<file path="src/rtl/hazard_forward_unit_if.sv">
// Fetch-side bundle for the hazard/forward unit: instruction in, stall back,
// decoded fields, forward selects and data-memory controls out.
interface hazard_forward_unit_if #(
  parameter int INS_W     = 24,
  parameter int OP_W      = 5,
  parameter int REG_W     = 5,
  parameter int IMM_W     = 8,
  parameter int FWD_DEPTH = 3,
  parameter int SEL_W     = $clog2(FWD_DEPTH + 1)
);
  logic [INS_W-1:0] ins;
  logic             ins_valid;
  logic             stall;
  logic [OP_W-1:0]  op_dec;
  logic [IMM_W-1:0] imm;
  logic             imm_sel;
  logic [SEL_W-1:0] mux_sel_A;
  logic [SEL_W-1:0] mux_sel_B;
  logic             mem_en_ex;
  logic             mem_rw_ex;
  logic             mem_mux_sel_dm;
  logic [REG_W-1:0] RW_dm;

  modport master (
    output ins, ins_valid,
    input  stall, op_dec, imm, imm_sel, mux_sel_A, mux_sel_B,
           mem_en_ex, mem_rw_ex, mem_mux_sel_dm, RW_dm
  );

  modport slave (
    input  ins, ins_valid,
    output stall, op_dec, imm, imm_sel, mux_sel_A, mux_sel_B,
           mem_en_ex, mem_rw_ex, mem_mux_sel_dm, RW_dm
  );
endinterface

</file>
<file path="src/rtl/hazard_forward_unit.sv">
// Decode slot plus a FWD_DEPTH-deep destination history: produces operand
// forward selects, a one-cycle load-use stall and EX/writeback memory controls.
module hazard_forward_unit #(
  parameter int             INS_W     = 24,
  parameter int             OP_W      = 5,
  parameter int             REG_W     = 5,
  parameter int             IMM_W     = 8,
  parameter int             FWD_DEPTH = 3,
  parameter logic [OP_W-1:0] OP_LD    = 5'b10100,
  parameter logic [OP_W-1:0] OP_ST    = 5'b10101,
  parameter logic [OP_W-1:0] OP_JMP   = 5'b11000,
  parameter int             SEL_W     = $clog2(FWD_DEPTH + 1)
) (
  input logic                 clk,
  input logic                 reset,
  hazard_forward_unit_if.slave bus
);
  localparam int RD_LSB  = INS_W - OP_W - REG_W;
  localparam int RSA_LSB = RD_LSB - REG_W;
  localparam int RSB_LSB = RSA_LSB - REG_W;

  typedef struct packed {
    logic             valid;
    logic [OP_W-1:0]  op;
    logic [REG_W-1:0] rd;
    logic [REG_W-1:0] rs_a;
    logic [REG_W-1:0] rs_b;
    logic [IMM_W-1:0] imm;
    logic             is_imm;
    logic             is_ld;
    logic             is_st;
    logic             wd;
  } dslot_t;

  typedef struct packed {
    logic [REG_W-1:0] rd;
    logic             wd;
    logic             is_ld;
    logic             is_st;
  } hist_t;

  dslot_t d_reg, d_next, d_in;
  hist_t  hist_reg  [1:FWD_DEPTH];
  hist_t  hist_next [1:FWD_DEPTH];

  logic [OP_W-1:0]    in_op;
  logic [REG_W-1:0]   in_rd;
  logic               in_is_st, in_is_jmp, in_is_jcc;
  logic               stall;
  logic [FWD_DEPTH:1] match_a, match_b;
  logic [SEL_W-1:0]   sel_a, sel_b;
  logic               unused_bits;

  assign in_op     = bus.ins[INS_W-1 -: OP_W];
  assign in_rd     = bus.ins[RD_LSB +: REG_W];
  assign in_is_st  = (in_op == OP_ST);
  assign in_is_jmp = (in_op == OP_JMP);
  assign in_is_jcc = (in_op[OP_W-1 -: 3] == 3'b111);
  assign unused_bits = bus.ins[0];

  // A bubble is all zeros, so empty slots never look like a real R0 writer.
  always_comb begin
    d_in = '0;
    if (bus.ins_valid) begin
      d_in.valid  = 1'b1;
      d_in.op     = in_op;
      d_in.rd     = in_rd;
      d_in.rs_a   = bus.ins[RSA_LSB +: REG_W];
      d_in.rs_b   = bus.ins[RSB_LSB +: REG_W];
      d_in.imm    = bus.ins[IMM_W:1];
      d_in.is_imm = (in_op[OP_W-1 -: 2] == 2'b01);
      d_in.is_ld  = (in_op == OP_LD);
      d_in.is_st  = in_is_st;
      d_in.wd     = ~in_is_st & ~in_is_jmp & ~in_is_jcc & (in_rd != '0);
    end
  end

  assign stall = d_reg.valid & hist_reg[1].is_ld & hist_reg[1].wd &
                 ((d_reg.rs_a == hist_reg[1].rd) |
                  (~d_reg.is_imm & (d_reg.rs_b == hist_reg[1].rd)));

  always_comb begin
    d_next = d_in;
    if (stall) d_next = d_reg;
  end

  always_comb begin
    hist_next[1] = '0;
    if (!stall) hist_next[1] = '{rd: d_reg.rd, wd: d_reg.wd, is_ld: d_reg.is_ld, is_st: d_reg.is_st};
  end

  generate
    for (genvar gi = 2; gi <= FWD_DEPTH; gi++) begin : g_shift
      assign hist_next[gi] = hist_reg[gi-1];
    end
  endgenerate

  always_ff @(posedge clk) begin
    if (reset) begin
      d_reg <= '0;
      for (int k = 1; k <= FWD_DEPTH; k++) hist_reg[k] <= '0;
    end else begin
      d_reg    <= d_next;
      hist_reg <= hist_next;
    end
  end

  // The loaded value is not available from stage 1 while stalling on it.
  generate
    for (genvar gi = 1; gi <= FWD_DEPTH; gi++) begin : g_match
      if (gi == 1) begin : g_young
        assign match_a[gi] = hist_reg[gi].wd & (hist_reg[gi].rd == d_reg.rs_a) & ~stall;
        assign match_b[gi] = hist_reg[gi].wd & (hist_reg[gi].rd == d_reg.rs_b) & ~stall;
      end else begin : g_old
        assign match_a[gi] = hist_reg[gi].wd & (hist_reg[gi].rd == d_reg.rs_a);
        assign match_b[gi] = hist_reg[gi].wd & (hist_reg[gi].rd == d_reg.rs_b);
      end
    end
  endgenerate

  // Scan oldest to youngest so the youngest producer overwrites.
  always_comb begin
    sel_a = '0;
    sel_b = '0;
    for (int k = FWD_DEPTH; k >= 1; k--) begin
      if (match_a[k]) sel_a = SEL_W'(k);
      if (match_b[k]) sel_b = SEL_W'(k);
    end
    if (!d_reg.valid || d_reg.rs_a == '0) sel_a = '0;
    if (!d_reg.valid || d_reg.rs_b == '0 || d_reg.is_imm) sel_b = '0;
  end

  assign bus.stall          = stall;
  assign bus.op_dec         = d_reg.op;
  assign bus.imm            = d_reg.imm;
  assign bus.imm_sel        = d_reg.is_imm;
  assign bus.mux_sel_A      = sel_a;
  assign bus.mux_sel_B      = sel_b;
  assign bus.mem_en_ex      = hist_reg[1].is_ld | hist_reg[1].is_st;
  assign bus.mem_rw_ex      = hist_reg[1].is_st;
  assign bus.mem_mux_sel_dm = hist_reg[2].is_ld & hist_reg[2].wd;
  assign bus.RW_dm          = hist_reg[2].wd ? hist_reg[2].rd : '0;
endmodule
</file>
<file path="src/flat_wrapper.sv">
// flat-port wrapper written by rule: the top's interface ports become plain ports
module hazard_forward_unit_flat 
#(
  parameter int             INS_W     = 24,
  parameter int             OP_W      = 5,
  parameter int             REG_W     = 5,
  parameter int             IMM_W     = 8,
  parameter int             FWD_DEPTH = 3,
  parameter logic [OP_W-1:0] OP_LD    = 5'b10100,
  parameter logic [OP_W-1:0] OP_ST    = 5'b10101,
  parameter logic [OP_W-1:0] OP_JMP   = 5'b11000,
  parameter int             SEL_W     = $clog2(FWD_DEPTH + 1)
)
  (clk, reset, bus_ins, bus_ins_valid, bus_stall, bus_op_dec, bus_imm, bus_imm_sel, bus_mux_sel_A, bus_mux_sel_B, bus_mem_en_ex, bus_mem_rw_ex, bus_mem_mux_sel_dm, bus_RW_dm);
  hazard_forward_unit_if #(.INS_W(INS_W), .OP_W(OP_W), .REG_W(REG_W), .IMM_W(IMM_W), .FWD_DEPTH(FWD_DEPTH), .SEL_W(SEL_W)) bus_i ();
  input logic clk;
  input logic reset;
  input wire logic [$bits(bus_i.ins)-1:0] bus_ins;
  input wire logic [$bits(bus_i.ins_valid)-1:0] bus_ins_valid;
  output wire logic [$bits(bus_i.stall)-1:0] bus_stall;
  output wire logic [$bits(bus_i.op_dec)-1:0] bus_op_dec;
  output wire logic [$bits(bus_i.imm)-1:0] bus_imm;
  output wire logic [$bits(bus_i.imm_sel)-1:0] bus_imm_sel;
  output wire logic [$bits(bus_i.mux_sel_A)-1:0] bus_mux_sel_A;
  output wire logic [$bits(bus_i.mux_sel_B)-1:0] bus_mux_sel_B;
  output wire logic [$bits(bus_i.mem_en_ex)-1:0] bus_mem_en_ex;
  output wire logic [$bits(bus_i.mem_rw_ex)-1:0] bus_mem_rw_ex;
  output wire logic [$bits(bus_i.mem_mux_sel_dm)-1:0] bus_mem_mux_sel_dm;
  output wire logic [$bits(bus_i.RW_dm)-1:0] bus_RW_dm;
  assign bus_i.ins = bus_ins;
  assign bus_i.ins_valid = bus_ins_valid;
  assign bus_stall = bus_i.stall;
  assign bus_op_dec = bus_i.op_dec;
  assign bus_imm = bus_i.imm;
  assign bus_imm_sel = bus_i.imm_sel;
  assign bus_mux_sel_A = bus_i.mux_sel_A;
  assign bus_mux_sel_B = bus_i.mux_sel_B;
  assign bus_mem_en_ex = bus_i.mem_en_ex;
  assign bus_mem_rw_ex = bus_i.mem_rw_ex;
  assign bus_mem_mux_sel_dm = bus_i.mem_mux_sel_dm;
  assign bus_RW_dm = bus_i.RW_dm;
  hazard_forward_unit #(.INS_W(INS_W), .OP_W(OP_W), .REG_W(REG_W), .IMM_W(IMM_W), .FWD_DEPTH(FWD_DEPTH), .OP_LD(OP_LD), .OP_ST(OP_ST), .OP_JMP(OP_JMP), .SEL_W(SEL_W)) u_core (.clk(clk), .reset(reset), .bus(bus_i));
endmodule
</file>
<file path="config.mk">
export PLATFORM = sky130hd
export DESIGN_NAME = hazard_forward_unit_flat
export DESIGN_NICKNAME = d
export VERILOG_FILES = /design/src/rtl/hazard_forward_unit_if.sv /design/src/rtl/hazard_forward_unit.sv /design/src/flat_wrapper.sv
export SDC_FILE = /design/constraint.sdc
export NUM_CORES = 1
export LEC_CHECK = 0
export CAP_MARGIN = 20
export CORE_UTILIZATION = 55
export DETAILED_ROUTE_END_ITERATION = 10
export PLACE_DENSITY_LB_ADDON = 0.2
export REMOVE_ABC_BUFFERS = 1
export SLEW_MARGIN = 10
export SYNTH_ARGS = -nofsm -noshare
export SYNTH_HDL_FRONTEND = slang
export SYNTH_SLANG_ARGS = --single-unit
</file>
<file path="constraint.sdc">
create_clock -name clk -period 4.1 [get_ports clk]
set_input_delay 1.23 -clock clk [delete_from_list [all_inputs] [get_ports clk]]
set_output_delay 1.23 -clock clk [all_outputs]
set_load 0.03 [all_outputs]
</file>
* Yosys cells after proc, flatten, opt, wreduce, memory -nomap -nowiden
Index checks and enable logic that the tools add are counted. W data, S select, Z words.
Cells by class: bitwise logic cells 23, eq/ne operators 13, reduce and logical (&&, ||, !) cells 8, muxes and demuxes 10
Operator list (number):
- $eq A5 B5 Y1 | 8
- $mux W33 | 1
- $and A1 B1 Y1 | 16
- $mux W2 | 8
- $eq A5 B5 Y1 const B | 3
- $logic_not A5 Y1 | 2
- $mux W5 | 1
- $not A1 Y1 | 5
- $reduce_bool A5 Y1 | 1
- $eq A3 B3 Y1 const B | 1
- $logic_or A1 B1 Y1 | 3
- $eq A2 B1 Y1 const B | 1
- $or A1 B1 Y1 | 2
- $reduce_or A2 Y1 | 1
- $logic_not A1 Y1 | 1
Word-level totals: output and inout bits 27, logic and storage cells 73, bits of input ports 27, register bits after elaboration 54

* Logic depth before layout (Yosys ltp)
Gate-level depths: netlist (run 1).
depth in word-level cells 8, gate-level depth with buffers 8, mapped depth without buffers 5

* Worst setup path after synthesis (run 1)
No wires, ideal clock.
kind register to output, start reg u_core.bus.imm[3] (netlist name), end out bus_mux_sel_B[0], arrival 1.777 ns, cell stages (with the launch flop) 9, path buffers 3, data required time 2.870 ns, slack 1.093 ns, cells stage by stage dfxtp_1 > xnor2_1 > nand3_2 > nor3_1 > o2111a_1 > buf_2 > buf_6 > buf_6 > o21ai_1
RTL lines:
- end: declaration | RTL line flat_wrapper.sv:25 | output wire logic [$bits(bus_i.mux_sel_B)-1:0] bus_mux_sel_B;

* Final worst setup path (run 1)
start reg u_core.d_reg[19] (netlist name), end out bus_mux_sel_B[1]
Between the ends: word-level cells in the longest chain between the ends 7
Ends and longest elaborated chain:
- start: declaration | RTL line hazard_forward_unit.sv:42 | dslot_t d_reg, d_next, d_in;
- start signal: assignment | RTL line hazard_forward_unit.sv:103 | d_reg <= d_next;
- $eq A5 B5 Y1 | RTL line hazard_forward_unit.sv:79 | ((d_reg.rs_a == hist_reg[1].rd) |
- $or A1 B1 Y1 | RTL line hazard_forward_unit.sv:79
- $and A1 B1 Y1 | RTL line hazard_forward_unit.sv:78 | assign stall = d_reg.valid & hist_reg[1].is_ld & hist_reg[1].wd &
- $not A1 Y1 | RTL line hazard_forward_unit.sv:113 | assign match_b[gi] = hist_reg[gi].wd & (hist_reg[gi].rd == d_reg.rs_b) & ~stall;
- $and A1 B1 Y1 | RTL line hazard_forward_unit.sv:113
- $mux W2 | RTL line hazard_forward_unit.sv:127 | if (match_b[k]) sel_b = SEL_W'(k);
- $mux W2 | RTL line hazard_forward_unit.sv:130 | if (!d_reg.valid || d_reg.rs_b == '0 || d_reg.is_imm) sel_b = '0;
Every way passes these cells.

==> results of run 1 <==
==> tightest hold or removal path, cell delays in order (launching register included) <==
cell	delay (ns)
sky130_fd_sc_hd__dfxtp_1	0.30
sky130_fd_sc_hd__nand2b_1	0.08
sky130_fd_sc_hd__nor2_1	0.04
==> metal layers <==
metal,up-vias,GRT usage (%),part of all wire (%)
met2,52,31.09,46
met3,6,4.762,4.1
met5,-,0,0
li1,923,-,-
met4,0,5.333,1.1
met1,824,27.83,49
==> area by class of cell <==
class	instances	area, µm²
tap	52	65.06
sequential	49	980.9
clock buffer	7	86.33
timing repair buffer	55	538.0
fill	370	1343
multi-input combinational	180	1371
==> cell usage after synthesis, types with 2 or more instances <==
cell type,number
sky130_fd_sc_hd__and2_1,6
sky130_fd_sc_hd__and3_1,4
sky130_fd_sc_hd__buf_4,15
sky130_fd_sc_hd__buf_6,2
sky130_fd_sc_hd__clkbuf_1,10
sky130_fd_sc_hd__dfxtp_1,49
sky130_fd_sc_hd__mux2i_1,27
sky130_fd_sc_hd__nand2_1,6
sky130_fd_sc_hd__nand2b_1,22
sky130_fd_sc_hd__nand3_1,4
sky130_fd_sc_hd__nand3b_1,24
sky130_fd_sc_hd__nor2_1,7
sky130_fd_sc_hd__nor2b_1,15
sky130_fd_sc_hd__nor3b_2,6
sky130_fd_sc_hd__nor4_1,4
sky130_fd_sc_hd__o21ai_0,3
sky130_fd_sc_hd__or2b_1,6
sky130_fd_sc_hd__or4_1,3
sky130_fd_sc_hd__xnor2_1,12
sky130_fd_sc_hd__xor2_1,18
==> logic make-up (layout without fill, tap and decap cells) <==
| family | count (synthesis) | count (layout) | synth area share [%] |
|---|---|---|---|
| AO/OA/AOI/OAI | 10 | 10 | 3.112 |
| AND/OR/NAND/NOR | 113 | 113 | 29.94 |
| buffers and inverters | 29 | 62 | 7.164 |
| flip-flops | 49 | 49 | 38.74 |
| XOR/XNOR | 30 | 30 | 10.38 |
| multiplexers | 27 | 27 | 10.67 |
==> power by group through the flow <==
stage	clock (µW)	sequential, µW	combinational, µW
floorplan	0	523	50.6
finish	280	505	118
CTS	290	506	119
detailed placement	0	517	119
global route	306	508	129
global placement	0	516	116
==> worst max path at each step <==
stage	depth (start not counted)	end	slack (ns)
floorplan	5	bus_mux_sel_B[0]	-0.23
global placement	6	bus_mux_sel_B[1]	0.74
detailed placement	6	bus_mux_sel_B[1]	0.71
CTS	6	bus_mux_sel_B[1]	0.37
global route	6	bus_mux_sel_B[1]	0.28
finish	6	bus_mux_sel_B[1]	0.40
==> stage by stage <==
| stage | power, µW | setup WS [ns] | std cells | utilization [%] |
|---|---|---|---|---|
| after floorplan | 573.8 | -0.2256 | 229 | - |
| after global placement | 632.7 | 0.7360 | 336 | 67.41 |
| after detailed placement | 635.8 | 0.7132 | 336 | 67.41 |
| after CTS | 915.4 | 0.3713 | 343 | 69.38 |
| after global routing | 943.6 | 0.2826 | 343 | 69.38 |
| final | 903.2 | 0.4010 | 343 | 69.38 |
==> Implementation_results.wiki, run 1 <==
{| class="wikitable"
! Metric !! Value
|-
| Run status || completed
|-
| Share of flip-flops with an asynchronous set or reset after synthesis || 0%
|-
| Cell internal pwr || just under 700 µW
|-
| Wire length of the first global-routing pass || approximately 8000 µm
|-
| Power density of the placed cells || 296.9 nW/µm²
|-
| Via count of the first global-routing pass || between 1500 and 2000
|-
| Core area || 4384 µm²
|-
| # setup viols final || 0
|-
| Maximum vdd ir drop || around 0.00022 V
|-
| Buffers added on ports || 52
|-
| Number of warnings reported in the yosys synthesis log || 0
|-
| CP Max Fanout || 6
|-
| EDFF count, synth || 0
|-
| Number of violations of the max-capacitance limit || 0
|-
| Number of antenna repair diodes || 0
|-
| Final Routed Wirelength || around 4500 µm
|-
| Clock Latency Late Sink || 0.30 ns
|-
| Placement Rows || 24
|-
| WP data required || between 2 and 3 ns
|-
| Min-Delay Path Depth || 2
|-
| Crit path max-delay cell type || sky130_fd_sc_hd__clkdlybuf4s50_1
|-
| Number of instances resized during post-cts repair || 0
|-
| Total congestion overflow || 0
|-
| Antenna Violating Nets Remaining || 0
|-
| Crit path time final || approximately 3.7 ns
|-
| First-pass detailed-route iteration total || 5
|-
| Max Clock Skew || a little over 0.004 ns
|-
| Category of the worst setup path launch point || register
|-
| Clock-pin slew reported for the worst setup and hold paths after clock tree synthesis || 0.08 ns
|-
| Area growth from synthesis to layout || 20.11%
|-
| Die Span Y || between 60 and 70 µm
|-
| Post-synth top flop || sky130_fd_sc_hd__dfxtp_1
|-
| Leading cell type in the layout, fill and taps excluded || sky130_fd_sc_hd__clkdlybuf4s50_1
|-
| Unrepaired setup endpoints after global routing || false
|-
| Reg-to-reg critical path endpoint || u_core.d_reg[24]
|-
| Most frequent cells in the layout || 51 x sky130_fd_sc_hd__clkdlybuf4s50_1, 49 x sky130_fd_sc_hd__dfxtp_1, 27 x sky130_fd_sc_hd__mux2i_1
|-
| Reg2reg path depth || 6
|-
| Achievable Freq || between 200 and 300 MHz
|-
| Die Outline Area || 4880 µm²
|-
| Clock sink total || 49
|-
| Transition time at the pin with the least slew margin || roughly 0.61 ns
|-
| Number of antenna violations at the first check in global routing || 0
|-
| DRC || 0
|-
| P_sw || roughly 210 µW
|-
| Detail-routed via count per cell || 5.262
|-
| Cts bufs inserted || 5
|-
| Average cell area after synthesis || 9.816 µm²
|-
| Relative slew slack || around three fifths
|-
| Post-CTS setup-driven buffer insertion count || 0
|-
| Crit path DAT || ~2.5 ns
|-
| GRT Overall Usage || approximately a fifth
|-
| Proportion of power drawn by flip-flops and latches || 56.0%
|-
| Starting DRC count in detailed routing || 85
|-
| Worst-case register-to-register setup slack || 1.95 ns
|-
| Clock network fraction of design power || 30.9%
|-
| Period Utilization, post-route || 90.22%
|-
| Final hold violations || 0
|-
| Netlist Area Pre-Place || roughly 2500 µm²
|-
| Largest net degree at the start of global routing || 42
|-
| Post-synthesis cell type with the largest combined area || sky130_fd_sc_hd__dfxtp_1
|-
| Kind of cell with the highest combined delay on the critical path || buffers and inverters
|-
| Register bit count reported by yosys || 49
|-
| Fraction of layout cells with a size suffix above 1 || ~7.6%
|-
| Fin Hold WS || between 0.4 and 0.5 ns
|-
| Share of Yosys cell area claimed by the top area cell type || about two fifths
|-
| Clock root buffer master || sky130_fd_sc_hd__clkbuf_8
|-
| Combinational fraction of design power || 13.1%
|-
| Routed wire per std cell || 13.18 µm
|-
| Final Max Slew Viols || 0
|-
| CTS tree || built
|-
| Static Leakage || 0.001127 µW
|-
| Setup crit start || u_core.d_reg[19]
|-
| Startpoint of the most critical register-to-register path || u_core.d_reg[19]
|-
| Post-CTS Hold Buffers || 0
|-
| Yosys cell types || 35
|-
| End of the worst hold path || u_core.hist_next[9]
|-
| Area of placed instances || 2955 µm²
|-
| Critical hold path startpoint || u_core.d_reg[2]
|-
| Portion of the post-synthesis area used by sequential elements || between 30% and 40%
|-
| Startpoint-to-endpoint class of the critical path || register to output port
|-
| Worst path max stage delay || 0.66 ns
|-
| Final Instance Area || 3042 µm²
|-
| HPWL reported at the end of detailed placement || ~3200 µm
|-
| Fraction of power spent switching nets || a little under a quarter
|-
| Net count, final || about 320
|-
| Total via count after detailed routing || 1805
|-
| Initial core utilization || 57.76%
|-
| Ranking of synthesized cells by area || sky130_fd_sc_hd__dfxtp_1 39%, sky130_fd_sc_hd__mux2i_1 11%, sky130_fd_sc_hd__nand3b_1 7.1%
|-
| Cell-by-cell trace of the critical path || xnor2_1 > nand3_1 > nor3_2 > o2111a_2 > o221a_2 > clkdlybuf4s50_1
|-
| Post-synthesis cell count || 258
|-
| Setup TNS Final || 0 ns
|-
| Hold crit path type || register to register
|-
| Placer congestion estimate || just over 0.8
|-
| Depth of the CTS H-tree || 2
|-
| Ports || 54
|-
| Width of the die || 69.86 µm
|-
| Sort of element at the end of the critical path || output port
|-
| Maximum buffer depth of the clock tree || 2
|-
| Critical path buffer and inverter count || 1
|}
Power figures use the tool's default switching activity.
==> inputs of run 2 (changes only) <==
CELL_PAD_IN_SITES_DETAIL_PLACEMENT = 1   (was unset)
CELL_PAD_IN_SITES_GLOBAL_PLACEMENT = 1   (was unset)
CORE_UTILIZATION = 42   (was 55)
==> run 2 against run 1 <==
Effect of this change: die area grew 30%; combinational power is essentially flat; register-to-register slack lost 0.04 ns; cell count rose by 6.1%; first-iteration DRC count fell by 25%; clock power increased by 32%; clock skew is 0.0012 ns higher; hold slack lost 0.0011 ns.
==> Implementation_results.wiki, run 2 (synthesis results as in run 1) <==
{| class="wikitable"
! Metric !! Value
|-
| Run status || completed
|-
| WP data required || 2.87 ns (about the same)
|-
| Proportion of power drawn by flip-flops and latches || 50.9% (-5.1 points)
|-
| Post-CTS Hold Buffers || 0 (unchanged)
|-
| Total via count after detailed routing || 1870 (+3.6%)
|-
| Combinational fraction of design power || 12.1% (-1.0 points)
|-
| Clock Latency Late Sink || 0.31 ns (about the same)
|-
| P_sw || 241.7 µW (+13%)
|-
| Starting DRC count in detailed routing || 64 (-25%)
|-
| Most frequent cells in the layout || 51 x sky130_fd_sc_hd__clkdlybuf4s50_1, 49 x sky130_fd_sc_hd__dfxtp_1, 27 x sky130_fd_sc_hd__mux2i_1
|-
| Wire length of the first global-routing pass || 8949 µm (+14%)
|-
| Die Span Y || 79.65 µm (+14%)
|-
| Ports || 54 (unchanged)
|-
| Antenna Violating Nets Remaining || 0 (unchanged)
|-
| Sort of element at the end of the critical path || output port
|-
| Crit path DAT || 2.52 ns (+0.05 ns)
|-
| Setup TNS Final || 0 ns (unchanged)
|-
| Via count of the first global-routing pass || 1853 (+10%)
|-
| Number of antenna repair diodes || 0 (unchanged)
|-
| Initial core utilization || 44.89% (-13 points)
|-
| Die Outline Area || 6344 µm² (+30%)
|-
| Routed wire per std cell || 14.85 µm (+13%)
|-
| Worst-case register-to-register setup slack || 1.91 ns (-0.04 ns)
|-
| Static Leakage || 0.001140 µW (+1.2%)
|-
| Period Utilization, post-route || 91.40% (+1.2 points)
|-
| Maximum buffer depth of the clock tree || 2 (unchanged)
|-
| Unrepaired setup endpoints after global routing || false
|-
| # setup viols final || 0 (unchanged)
|-
| Clock root buffer master || sky130_fd_sc_hd__clkbuf_8
|-
| Final Max Slew Viols || 0 (unchanged)
|-
| Crit path time final || 3.747 ns (+0.04834 ns)
|-
| Cts bufs inserted || 5 (unchanged)
|-
| Category of the worst setup path launch point || register
|-
| Number of instances resized during post-cts repair || 0 (unchanged)
|-
| GRT Overall Usage || 18.57% (-1.4 points)
|-
| Placement Rows || 27 (+13%)
|-
| Maximum vdd ir drop || 0.0001945 V (-12%)
|-
| Hold crit path type || register to register
|-
| Number of violations of the max-capacitance limit || 0 (unchanged)
|-
| Post-CTS setup-driven buffer insertion count || 0 (unchanged)
|-
| Max Clock Skew || 0.005252 ns (+0.001166 ns)
|-
| Clock sink total || 49 (unchanged)
|-
| DRC || 0 (unchanged)
|-
| Power density of the placed cells || 321.0 nW/µm² (+8.1%)
|-
| Number of fill cells in the layout || 641 (+73%)
|-
| CTS tree || built
|-
| Final standard cell utilization of the core || 54.96% (-14 points)
|-
| Startpoint-to-endpoint class of the critical path || register to output port
|-
| Achievable Freq || 266.9 MHz (-1.3%)
|-
| Largest net degree at the start of global routing || 39 (-7.1%)
|-
| Transition time at the pin with the least slew margin || 0.5692 ns (-0.04469 ns)
|-
| Clock network fraction of design power || 37.0% (+6.1 points)
|-
| HPWL reported at the end of detailed placement || 3833 µm (+18%)
|-
| Clock-pin slew reported for the worst setup and hold paths after clock tree synthesis || 0.09 ns (about the same)
|-
| Depth of the CTS H-tree || 2 (unchanged)
|-
| CP Max Fanout || 5 (-1)
|-
| First-pass detailed-route iteration total || 4 (-1)
|-
| Total congestion overflow || 0 (unchanged)
|-
| Placer congestion estimate || 0.7714 (-7.2%)
|-
| Core area || 5642 µm² (+29%)
|-
| Area growth from synthesis to layout || 22.43%
|-
| Detail-routed via count per cell || 5.137 (-2.4%)
|-
| Buffers added on ports || 52 (unchanged)
|-
| Fin Hold WS || 0.4632 ns (-0.001090 ns)
|-
| Final Routed Wirelength || 5406 µm (+20%)
|-
| Number of antenna violations at the first check in global routing || 0 (unchanged)
|-
| Leading cell type in the layout, fill and taps excluded || sky130_fd_sc_hd__clkdlybuf4s50_1
|-
| Net count, final || 318 (unchanged)
|-
| Cell internal pwr || 753.6 µW (+9.4%)
|-
| Fraction of layout cells with a size suffix above 1 || 8.219% (+0.66 points)
|-
| Relative slew slack || 61.94% (+2.9 points)
|-
| Final hold violations || 0 (unchanged)
|-
| Width of the die || 79.65 µm (+14%)
|-
| Fraction of power spent switching nets || 24.28% (+0.55 points)
|}
==> run 2: routing by layer <==
| metal | wire, µm | track usage (%) |
|---|---|---|
| met1 | 2464 | 23.75 |
| met2 | 2638 | 30.17 |
| met3 | 184 | 3.086 |
| met4 | 119 | 8.909 |
| met5 | 0 | 0 |
==> run 2: critical path, cell delays in order, from the launching register on <==
cell and delay, ns:
sky130_fd_sc_hd__dfxtp_1 0.46, sky130_fd_sc_hd__xor2_1 0.12, sky130_fd_sc_hd__nor4_1 0.31, sky130_fd_sc_hd__and3_1 0.24, sky130_fd_sc_hd__nor2b_1 0.06, sky130_fd_sc_hd__a311oi_1 0.28
sky130_fd_sc_hd__clkdlybuf4s50_1 0.74
==> run 2: path summary, 6_finish.rpt <==
path,end,cells past startpoint,from
max reg2reg,u_core.bus.imm[5],6,u_core.bus.imm[6]
min,u_core.bus.mem_rw_ex,2,u_core.d_reg[1]
min reg2reg,u_core.bus.mem_rw_ex,2,u_core.d_reg[1]
max,bus_mux_sel_A[1],6,u_core.d_reg[21]
==> run 2: stage by stage <==
stage                     worst slack [ns]  std cells  cell area [µm²]  power, µW
after global routing                0.2091        364             3100       1037
after detailed placement            0.6903        356             2980      638.5
after floorplan                    -0.2256        229             2351      573.8
after CTS                           0.2909        364             3100       1003
after global placement              0.7182        356             2980      635.1
final                               0.3527        364             3100      995.3
==> run 2: layout make-up <==
cell class,count,area [µm²],share of cell area [%]
multi-input cells,180,1371,44.23
clock inverters,2,37.54,1.211
clock buffers,6,82.58,2.663
repair buffers,55,538.0,17.35
well taps,72,90.09,2.906
flip-flops and latches,49,980.9,31.64
==> run 2: power by group through the flow <==
stage / clock (µW) / combinational, µW / sequential [µW]
2_1_floorplan: 0 / 50.6 / 523
3_3_place_gp: 0 / 118 / 517
5_1_grt: 397 / 131 / 509
3_5_place_dp: 0 / 121 / 517
6_report: 369 / 120 / 506
4_1_cts: 375 / 122 / 506
